**src/rtl/ram_arbiter.sv**
```systemverilog
// Round-robin arbiter between the fetch (read-only) and load/store ports for a
// single shared 64-bit RAM: one access per three cycles (grant, access, response).
module ram_arbiter #(
  parameter int ADDR_W = 64,
  parameter int DATA_W = 64
) (
  input  logic              clk,
  input  logic              rst_n,
  input  logic              f_req,
  input  logic [ADDR_W-1:0] f_addr,
  output logic              f_gnt,
  output logic              f_rvalid,
  output logic [DATA_W-1:0] f_rdata,
  output logic              f_err,
  input  logic              d_req,
  input  logic              d_we,
  input  logic [ADDR_W-1:0] d_addr,
  input  logic [DATA_W-1:0] d_wdata,
  output logic              d_gnt,
  output logic              d_rvalid,
  output logic [DATA_W-1:0] d_rdata,
  output logic              d_err,
  output logic              ram_rw,
  output logic [ADDR_W-1:0] ram_addr,
  output logic [DATA_W-1:0] ram_write,
  input  logic [DATA_W-1:0] ram_read,
  input  logic              ram_exception,
  output logic [7:0]        err_cnt
);

  typedef enum logic [1:0] {
    IDLE   = 2'd0,
    ACCESS = 2'd1,
    RESP   = 2'd2
  } state_e;

  localparam logic PORT_F = 1'b0;
  localparam logic PORT_D = 1'b1;

  state_e            state_q, state_d;
  logic              last_q, last_d;
  logic [ADDR_W-1:0] lat_addr_q, lat_addr_d;
  logic              lat_we_q, lat_we_d;
  logic [DATA_W-1:0] lat_wdata_q, lat_wdata_d;
  logic              lat_port_q, lat_port_d;
  logic [DATA_W-1:0] rdata_q, rdata_d;
  logic              err_q, err_d;
  logic [7:0]        err_cnt_q, err_cnt_d;
  logic              pick_d;

  // State, latch, response and error-counter registers.
  always_ff @(posedge clk or negedge rst_n) begin
    if (!rst_n) begin
      state_q     <= IDLE;
      last_q      <= PORT_F;
      lat_addr_q  <= '0;
      lat_we_q    <= 1'b0;
      lat_wdata_q <= '0;
      lat_port_q  <= PORT_F;
      rdata_q     <= '0;
      err_q       <= 1'b0;
      err_cnt_q   <= 8'd0;
    end else begin
      state_q     <= state_d;
      last_q      <= last_d;
      lat_addr_q  <= lat_addr_d;
      lat_we_q    <= lat_we_d;
      lat_wdata_q <= lat_wdata_d;
      lat_port_q  <= lat_port_d;
      rdata_q     <= rdata_d;
      err_q       <= err_d;
      err_cnt_q   <= err_cnt_d;
    end
  end

  // Next-state, arbitration and grant decode.
  always_comb begin
    state_d     = state_q;
    last_d      = last_q;
    lat_addr_d  = lat_addr_q;
    lat_we_d    = lat_we_q;
    lat_wdata_d = lat_wdata_q;
    lat_port_d  = lat_port_q;
    rdata_d     = rdata_q;
    err_d       = err_q;
    err_cnt_d   = err_cnt_q;
    f_gnt       = 1'b0;
    d_gnt       = 1'b0;
    // On a tie the port that was not granted last wins.
    pick_d      = d_req & (~f_req | (last_q == PORT_F));
    case (state_q)
      IDLE: begin
        if (rst_n && (f_req || d_req)) begin
          if (pick_d) begin
            d_gnt       = 1'b1;
            lat_addr_d  = d_addr;
            lat_we_d    = d_we;
            lat_wdata_d = d_wdata;
            lat_port_d  = PORT_D;
            last_d      = PORT_D;
          end else begin
            f_gnt       = 1'b1;
            lat_addr_d  = f_addr;
            lat_we_d    = 1'b0;
            lat_wdata_d = '0;
            lat_port_d  = PORT_F;
            last_d      = PORT_F;
          end
          state_d = ACCESS;
        end else begin
          state_d = IDLE;
        end
      end
      ACCESS: begin
        rdata_d = (lat_we_q || ram_exception) ? '0 : ram_read;
        err_d   = ram_exception;
        if (ram_exception && (err_cnt_q != 8'hFF)) begin
          err_cnt_d = err_cnt_q + 8'd1;
        end else begin
          err_cnt_d = err_cnt_q;
        end
        state_d = RESP;
      end
      RESP: begin
        state_d = IDLE;
      end
      default: begin
        state_d = IDLE;
      end
    endcase
  end

  // RAM drive comes only from state and latches, never from requester inputs.
  assign ram_rw    = (state_q == ACCESS) & lat_we_q;
  assign ram_addr  = (state_q == ACCESS) ? lat_addr_q : '0;
  assign ram_write = (state_q == ACCESS) ? lat_wdata_q : '0;

  assign f_rvalid = (state_q == RESP) & (lat_port_q == PORT_F);
  assign d_rvalid = (state_q == RESP) & (lat_port_q == PORT_D);
  assign f_rdata  = f_rvalid ? rdata_q : '0;
  assign d_rdata  = d_rvalid ? rdata_q : '0;
  assign f_err    = f_rvalid & err_q;
  assign d_err    = d_rvalid & err_q;
  assign err_cnt  = err_cnt_q;

endmodule

```
**config.mk**
```make
export PLATFORM = sky130hd
export DESIGN_NAME = ram_arbiter
export DESIGN_NICKNAME = d
export VERILOG_FILES = /design/src/rtl/ram_arbiter.sv
export SDC_FILE = /design/constraint.sdc
export NUM_CORES = 1
export LEC_CHECK = 0
export CORE_AREA = 2 2 209 211
export CTS_BUF_LIST = sky130_fd_sc_hd__clkbuf_8
export CTS_CLUSTER_DIAMETER = 150
export DETAILED_ROUTE_END_ITERATION = 12
export DIE_AREA = 0 0 211 213
export SETUP_SLACK_MARGIN = 0.15
export SLEW_MARGIN = 0
export SYNTH_ARGS = -nofsm -noshare
export SYNTH_HDL_FRONTEND = slang
export SYNTH_SLANG_ARGS = --single-unit
export TNS_END_PERCENT = 50
```
**constraint.sdc**
```tcl
create_clock -name clk -period 2.7 [get_ports clk]
set_input_delay 0.81 -clock clk [delete_from_list [all_inputs] [get_ports clk]]
set_output_delay 0.81 -clock clk [all_outputs]
set_load 0.005 [all_outputs]
```
==> results.py, run 1 <==
metrics = {
    "layout": {
        "layout_common_cells": "clkdlybuf4s50_1 (392), and2_1 (208), dfrtp_1 (205), a22o_1 (129), inv_1 (75)",
        "stdcell_area_sq_mm": 0.01742,
        "area_delta_synth_final_pct": 85.74,
        "final_nets": 1687,
        "drive_gt1_share_pct": 21.92,
        "layout_commonest_cell": "clkdlybuf4s50_1",
    },
    "detailed_routing": {
        "finalWirelength_microns": 41700,
        "vias_per_cell": 4.631,
        "drc": 0,
        "ant_nets": 0,
        "drtIter0Drc": 645,
        "dr.pass1.iters": 9,
        "vias": 9276,
        "drt-wirelength-per-cell_microns": 20.82,
    },
    "cts": {
        "numCtsBuffers": 40,
        "cts.htree.levels": 2,
        "clock_latency_ps": 590,
        "hold_buffers": 0,
        "cts_tree": "done",
        "cts.clk_slew.worst_paths_ps": 70,
        "cts-root-buf": "clkbuf_8",
        "cts.sinks": 205,
        "cts_buffer_depth": 3,
    },
    "timing": {
        "relSlewSlack_pct": 41.54,
        "worst_pin_slew_ps": 876.9,
        "slew_violations": 0,
        "fin_ws_ps": -415.5,
        "report.final.hold_viol_count": 0,
        "max_freq_ghz": 0.3210,
        "skew_ps": 29.25,
        "final.min_clock_period_ps": 3115,
        "whs_ps": 407.5,
        "setup_tns_ps": -70830,
        "finalSetupViolations": 257,
        "finalCritPeriodShare_pct": 115.4,
        "rsz0062_at_grt": "true",
    },
    "synth": {
        "ys.flop_type": "dfrtp_1",
        "seq_area_frac_synth_pct": 54.70,
        "synthArstFlopShare_pct": 100.0,
        "syn_nets": 1105,
        "synth_area_sq_mm": 0.009379,
        "synth_edf_count": 0,
        "synth_cell_type_count": 27,
        "yosys_register_bits": 205,
        "syn_avg_cell_area_sq_um": 11.14,
        "synth_warnings": 0,
        "synth_cells": 842,
    },
    "pwr": {
        "peakVddDrop_mv": 0.3886,
        "p_per_area_mw_per_mm2": 600.1,
        "power.leakage_nw": 8.287,
    },
    "run_status": {
        "status": "finished with violations",
        "violations": "negative setup slack",
    },
    "floorplan": {
        "num_rows": 76,
        "die_x_microns": 211,
        "coreArea_sq_mm": 0.04270,
        "dieArea_sq_mm": 0.04494,
        "initial_core_util_pct": 21.97,
        "io_pins": 533,
        "die_y_microns": 213,
    },
    "setup_path": {
        "reg2reg_setup_slack_ps": 550,
        "criticalPathCategory": "reg2out",
        "worst-endpoint-arrival_ps": 2310,
        "cp-start-kind": "register",
        "endpoint_kind": "output pin",
        "cp.required_ps": 1890,
        "crit_fanout": 4,
    },
    "hold_path": {
        "hold_class": "in2async",
    },
    "flow_run": {
        "drv_cap": 0,
    },
    "placement": {
        "dp_hpwl_microns": 26430,
        "dp_slack_ps": -235.7,
        "gp_congestion": 0.7906,
        "port_buffers": 532,
        "placed_cell_area_sq_mm": 0.01543,
    },
    "grt": {
        "grt_usage_pct": 17.27,
        "overflow": 0,
        "grt_pass1_vias": 9451,
        "grt_antenna_before_repair": 6,
        "grt_max_degree": 97,
        "grt_pass1_wl_microns": 58370,
    },
}
per-layer routing:
layer  global-route usage [%]  vias up  wire length [microns]
li1                         -     4158                      -
met1                    19.62     4505                  15840
met2                    29.30      513                  20240
met3                    6.030       98                   3755
met4                    7.674        2                   1847
met5                        0        -                     12
power breakdown:
part | total [W] | switching [W] | leakage (nW) | internal (W)
Combinational | 0.00264 | 0.00103 | 5.14 | 0.00162
Sequential | 0.00428 | 0.000511 | 2.65 | 0.00376
Clock | 0.00353 | 0.00147 | 0.502 | 0.00206
Total | 0.0105 | 0.00301 | 8.29 | 0.00744
repair_timing:
action,CTS,global route
pin swaps,19,6
setup endpoints to repair,263,265
buffers inserted,28,16
resized for setup,375,156
cloned,11,4
worst max-delay path, stage by stage (launching register included):
cell and delay (ps):
dfrtp_1 400, buf_12 140, nor3b_4 150, buf_4 130, buf_8 140, buf_16 130
buf_12 130, buf_6 110, buf_6 110, and2_4 150, buf_6 110
per-stage QoR:
stage / cells / util [%] / total power (W)
CTS: 1981 / 39.94 / 0.01052
global route: 2002 / 40.80 / 0.01103
global placement: 1869 / 36.14 / 0.006539
detailed placement: 1869 / 36.14 / 0.006600
floorplan: 842 / - / 0.005155
finish: 2003 / 40.80 / 0.01045
flip-flops by register name, indices dropped and copies added, names as in the netlist:
name and flops:
lat_addr_q 64, lat_wdata_q 64, rdata_q 64, err_cnt 8, state_q 2, err_q 1
lat_port_q 1, lat_we_q 1
synth_stat cells (all sizes together), types with 2 or more instances:
master	count	share of area, %
a22o	129	12
nand3	3	0.16
nor3b	3	0.29
inv	67	2.7
xor2	3	0.28
and3	4	0.27
nand2	9	0.36
buf	26	1.6
dfrtp	205	55
nor2	2	0.080
a21oi	3	0.16
nor3	3	0.21
and2	259	17
mux2i	2	0.21
a222oi	64	6.8
nand2b	2	0.13
clkbuf	51	2.0
xnor2	2	0.19
path summary, 6_finish.rpt:
path | cells after the start | to | from
max in group asynchronous | 3 | rdata_q[30] | rst_n
setup / recovery | 10 | f_rdata[11] | state_q[1]
hold / removal | 2 | lat_addr_q[31] | rst_n
setup reg to reg | 7 | lat_addr_q[24] | state_q[0]
min in group clk | 2 | lat_addr_q[30] | lat_addr_q[30]
hold reg to reg | 2 | lat_addr_q[30] | lat_addr_q[30]
final cells by class:
class,instances,area (sq um)
inverter,67,264.0
multi-input combinational,493,3829
antenna,2,5.005
tap,546,683.2
timing repair buffer,617,6600
clock buffer,53,729.5
clock inverter,20,180.2
fill,4070,25280
sequential,205,5130
kinds of logic (layout without fill, tap and decap cells):
family                     after synthesis  in the layout  share of synthesized area (%)
and+or+nand+nor                        287            287                          18.96
DFF                                    205            205                          54.70
AOI/OAI and AO/OA                      198            198                          19.17
buffers and inverters                  144            757                          6.363
xor gates and xnor gates                 5              5                         0.4670
muxes                                    2              2                         0.2135
adders and majority gates                1              1                         0.1334
other                                    0              2                              0
Note: power is estimated with default switching activity, not from simulation.
==> run 2: changes to the inputs <==
clock period = 3.2 ns   (was 2.7 ns; I/O delays follow)
==> results.py, run 2 (same netlist as run 1, synthesis figures left out) <==
metrics = {
    "run_status": {
        "status": "finished with violations",
        "violations": "negative setup slack",
    },
    "layout": {
        "final_nets": 1670,
        "layout_commonest_cell": "clkdlybuf4s50_1",
        "postLayoutCoreUtil_pct": 40.77,
        "top_regs": "lat_addr_q: 64 flops, lat_wdata_q: 64 flops, rdata_q: 64 flops",
        "layout_common_cells": "clkdlybuf4s50_1 (272), and2_1 (249), dfrtp_1 (202), dlymetal6s2s_1 (188), a22o_1 (129)",
        "drive_gt1_share_pct": 14.70,
        "fillCellCount": 4076,
        "area_delta_synth_final_pct": 85.59,
    },
    "pwr": {
        "power_frac_comb_pct": 24.6,
        "internal-power_w": 0.006172,
        "total_power_w": 0.008604,
        "peakVddDrop_mv": 0.3084,
        "p_switching_w": 0.002432,
        "p_per_area_mw_per_mm2": 494.3,
        "clkPwrFrac_pct": 33.4,
        "seq_power_share_pct": 42.0,
        "power.leakage_nw": 11.15,
        "switching_share_pct": 28.26,
    },
    "detailed_routing": {
        "ant_nets": 0,
        "drtIter0Drc": 676,
        "drc": 0,
        "finalWirelength_microns": 40560,
        "vias": 9136,
        "dr.pass1.iters": 8,
        "vias_per_cell": 4.605,
        "drt-wirelength-per-cell_microns": 20.45,
    },
    "floorplan": {
        "io_pins": 533,
        "die_y_microns": 213,
        "initial_core_util_pct": 21.97,
        "dieArea_sq_mm": 0.04494,
        "die_x_microns": 211,
        "coreArea_sq_mm": 0.04270,
        "num_rows": 76,
    },
    "timing": {
        "finalCritPeriodShare_pct": 100.5,
        "worst_pin_slew_ps": 937.2,
        "report.final.hold_viol_count": 0,
        "final.min_clock_period_ps": 3216,
        "fin_ws_ps": -16.01,
        "max_freq_ghz": 0.3109,
        "slew_violations": 0,
        "finalSetupViolations": 4,
        "skew_ps": 27.21,
        "rsz0062_at_grt": "true",
        "relSlewSlack_pct": 37.52,
    },
    "cts": {
        "cts.sinks": 205,
        "hold_buffers": 0,
        "cts-root-buf": "clkbuf_8",
        "cts.htree.levels": 2,
        "cts_buffer_depth": 3,
        "cts.clk_slew.worst_paths_ps": 60,
        "cts_tree": "done",
        "numCtsBuffers": 39,
        "clock_latency_ps": 570,
    },
    "grt": {
        "grt_usage_pct": 16.00,
        "overflow": 0,
        "grt_util_met3_pct": 6.501,
        "grt.met2_usage_pct": 26.95,
        "grt_pass1_wl_microns": 55080,
        "grt_antenna_before_repair": 5,
        "busiest_layer": "met2",
        "grt_max_degree": 137,
        "grt_pass1_vias": 9164,
        "use_met1_pct": 18.36,
    },
    "setup_path": {
        "crit_fanout": 8,
        "reg2reg_setup_slack_ps": 960,
        "crit_path_max_incr_delay_ps": 500,
        "endpoint_kind": "output pin",
        "cp.required_ps": 2240,
        "criticalPathCategory": "reg2out",
        "worst-endpoint-arrival_ps": 2260,
        "critPathBufInv": 3,
        "path_common_cell": "buf_12",
        "cpLargestDelayFamily": "buffers and inverters",
        "cp-start-kind": "register",
        "cpMaxStageDelayCell": "clkdlybuf4s50_1",
        "path_cells": "nor3b_4 > buf_12 > buf_12 > and2_1 > clkdlybuf4s50_1",
    },
    "flow_run": {
        "drv_cap": 0,
    },
    "hold_path": {
        "hold_class": "in2async",
    },
    "placement": {
        "port_buffers": 532,
        "gp_congestion": 0.8038,
        "dp_hpwl_microns": 25920,
    },
}
[run 2: changes by cell type in the layout (fill, tap and decap cells not counted), moves of 7 or more]
cell,change
and2_1,+41
buf_6,-52
dlymetal6s2s_1,+178
clkdlybuf4s15_1,+9
buf_16,-7
clkdlybuf4s50_1,-120
clkbuf_16,+7
clkbuf_2,+35
clkdlybuf4s15_2,-31
and2_4,-41
buf_2,-13
dlygate4sd2_1,-16
[run 2: final timing paths]
check | startpoint | to | depth (start not counted)
setup / recovery | state_q[0] | f_rdata[19] | 5
hold / removal | rst_n | state_q[1] | 2
setup reg to reg | state_q[0] | lat_addr_q[59] | 7
hold reg to reg | lat_addr_q[10] | lat_addr_q[10] | 2
max in group asynchronous | rst_n | rdata_q[35] | 3
min in group clk | lat_addr_q[10] | lat_addr_q[10] | 2
[run 2: routing by layer]
layer | vias to the layer above | part of all wire [%]
met1 | 4484 | 38
li1 | 4116 | -
met4 | 2 | 3.0
met5 | - | 0.030
met2 | 465 | 50
met3 | 69 | 9.3
[run 2: worst register-to-register path, stage by stage (launching register included)]
cell and delay [ps]:
dfrtp_2 490, buf_4 170, nor3b_4 210, buf_6 140, and3_4 210, buf_4 570, a222oi_1 270, inv_1 110
[run 2: per-stage QoR]
| stage | area [sq um] | setup slack, ps | TNS (ps) | instances | hold WS, ps |
|---|---|---|---|---|---|
| floorplan | 9379 | 483.3 | 0 | 842 | 450.9 |
| global placement | 15320 | -91.71 | -125.1 | 1863 | 465.3 |
| detailed placement | 15320 | -57.90 | -63.77 | 1863 | 472.3 |
| CTS | 16330 | -135.1 | -15690 | 1941 | 486.8 |
| global route | 17400 | -110.7 | -1084 | 1982 | 492.2 |
| finish | 17410 | -16.01 | -41.59 | 1984 | 463.6 |
[run 2: area by class of cell]
cell class	instances	area (sq um)	share of cell area, %
repair buffers	600	6684	38.40
flip-flops and latches	205	5134	29.49
multi-input cells	493	3741	21.49
clock buffers	53	729.5	4.191
well taps	546	683.2	3.925
inverters	67	264.0	1.517
clock inverters	16	147.6	0.8482
repair inverters	1	16.27	0.09344
diodes	3	7.507	0.04313
[run 2: power by group through the flow]
stage	clock network (W)	logic, W	registers [W]
CTS	0.00300	0.00197	0.00360
global route	0.00310	0.00230	0.00368
finish	0.00287	0.00212	0.00361
floorplan	0	0.000908	0.00344
global placement	0	0.00187	0.00362
detailed placement	0	0.00191	0.00363
[run 2: repair_timing]
action                                  4_1_cts  5_1_grt
endpoints found under the setup margin      263      259
resized for setup                            80      367
cloned                                        4       15
pin swaps                                     1        2
buffers inserted                              5       25
==> run 3: changes to the inputs <==
CTS_CLUSTER_DIAMETER = 100   (was 150)
==> results of run 3 <==
Final layout, timing and power as in run 2 (identical DEF).
==> RTL change, RTL diff (config.mk and constraints of run 1) <==
Change the parameter `ADDR_W` from 64 to 56.
--- a/src/rtl/ram_arbiter.sv
+++ b/src/rtl/ram_arbiter.sv
@@ -1,7 +1,7 @@
 // Round-robin arbiter between the fetch (read-only) and load/store ports for a
 // single shared 64-bit RAM: one access per three cycles (grant, access, response).
 module ram_arbiter #(
-  parameter int ADDR_W = 64,
+  parameter int ADDR_W = 56,
   parameter int DATA_W = 64
 ) (
   input  logic              clk,
Interface: changed (resized d_addr, f_addr and ram_addr); port bits go from 533 to 509. No check against the original RTL was run, so the function may have changed too.
==> RTL change against run 1 <==
  * The run still ends with setup timing left
  * Area after synthesis shrank 0.57%
  * Setup slack improved by 0.12 ns
  * Total power fell by 14%
  * Sequential power decreased by 4%
  * Fmax up 3.9%
  * Sequential cell count decreased by 8
  * Wire length up 0.47%
  * Clock skew is 0.015 ns lower
  * Design area fell by 3.6%
  * Critical path type unchanged
==> RTL change: results (changes against run 1) <==
- Via Count: 8976 (-3.2%)
- Worst Reg2Reg Path Length in Cells: 8 (+1)
- Register area share after synthesis: 0.529 (-0.0183)
- Violated checks: setup timing
- DR iter-0 viols: 397 (-38%)
- Number of global-route vias before repair: 9019 (-4.6%)
- Hold crit path type: register to register
- Pre-CTS WS: -0.202 ns (+0.0342 ns)
- Peak supply drop: 0.277 mV (-29%)
- Root Driver: clkbuf_8
- H-tree levels: 4 (+2)
- Dpl hpwl: 26400 um (about the same)
- Slew HR: 0.350 (-0.0656)
- Initial antenna violation count: 9 (+3)
- Pin count of the biggest net entering global routing: 71 (-27%)
- Gr usage total: 0.175 (+0.00221)
- Synth cell types: 33 (+22%)
- Status: complete, but fails checks
- Area after DPL: 15000 um^2 (-3.0%)
- Leading post-synthesis cells by cell area: dfrtp_1 (53%), and2_1 (17%), a22o_1 (12%)
- Inserted Clock Buffers: 17 (-57%)
- Avg Inst Size Synth: 11.5 um^2 (+2.8%)
- Regs by FF count: lat_wdata_q: 64 flops, rdata_q: 64 flops, lat_addr_q: 56 flops
- Clock buffer depth: 2 (-1)
- Post-route setup slack: -0.299 ns (+0.117 ns)
- Endpoints failing setup: 193 (-25%)
- First-pass GRT wire length: 57700 um (-1.2%)
- Crit path DAT: 2.19 ns (-0.12 ns)
- Non-Filler Instances: 1936 (-3.3%)
- CP max FO: 8 (+4)
- GPL Wtd Cong: 0.842 (+6.5%)
- Post-Syn Nets: 1061 (-4.0%)
- Total routed wirelength: 41900 um (+0.47%)
RTL change: per-layer routing:
metal | share of wire | vias up | GRT usage | wire length [um]
met2 | 0.50 | 438 | 0.309 | 21100
met3 | 0.081 | 78 | 0.0600 | 3410
met1 | 0.37 | 4395 | 0.185 | 15700
li1 | - | 4059 | - | -
met4 | 0.039 | 6 | 0.0886 | 1630
met5 | 0.00086 | - | 0 | 36
RTL change: area by class of cell:
| cell class | instances | area share |
|---|---|---|
| repair buffers | 622 | 0.384 |
| clock inverters | 14 | 0.00961 |
| diodes | 3 | 0.000447 |
| multi-input cells | 533 | 0.256 |
| clock buffers | 18 | 0.0148 |
| inverters | 3 | 0.00142 |
| well taps | 546 | 0.0407 |
| flip-flops and latches | 197 | 0.294 |
RTL change: cell families after synthesis:
logic type | count (synthesis) | share of synthesized area
simple gates | 278 | 0.187
xor+xnor | 4 | 0.00376
flops | 197 | 0.529
compound gates | 246 | 0.230
mux | 4 | 0.00483
buf+inv | 84 | 0.0449
fa+ha+maj | 1 | 0.00134
RTL change: report_power, final:
group / leakage [nW] / internal, W / switching (W) / total, W
logic: 5.48 / 0.00176 / 0.00105 / 0.00281
clock network: 0.198 / 0.000869 / 0.00119 / 0.00206
registers: 2.55 / 0.00361 / 0.000497 / 0.00411
RTL change: through the flow:
stage / TNS (ns) / util
after global placement: -7.19 / 0.350
final: -29.93 / 0.393
after CTS: -63.31 / 0.375
after floorplan: 0 / -
after global routing: -51.10 / 0.393
after detailed placement: -7.84 / 0.350
RTL change: final timing paths:
path / start / end / slack, ns
setup reg to reg: state_q[0]$_DFF_PN0_ / lat_wdata_q[53]$_DFFE_PN0P_ / 0.14
min in group asynchronous: rst_n / lat_addr_q[52]$_DFFE_PN0P_ / 0.52
hold reg to reg: lat_wdata_q[51]$_DFFE_PN0P_ / lat_wdata_q[51]$_DFFE_PN0P_ / 0.50
max in group asynchronous: rst_n / lat_wdata_q[20]$_DFFE_PN0P_ / 0.71
hold / removal: lat_wdata_q[51]$_DFFE_PN0P_ / lat_wdata_q[51]$_DFFE_PN0P_ / 0.50
setup / recovery: state_q[1]$_DFF_PN0_ / d_rdata[3] / -0.30
RTL change: what timing repair did:
action / CTS / global route
hold buffers: 0 / 0
endpoints found under the setup margin: 255 / 287
cloned: 17 / 9
buffers inserted: 24 / 41
gates resized for setup: 388 / 491
pin swaps: 18 / 39
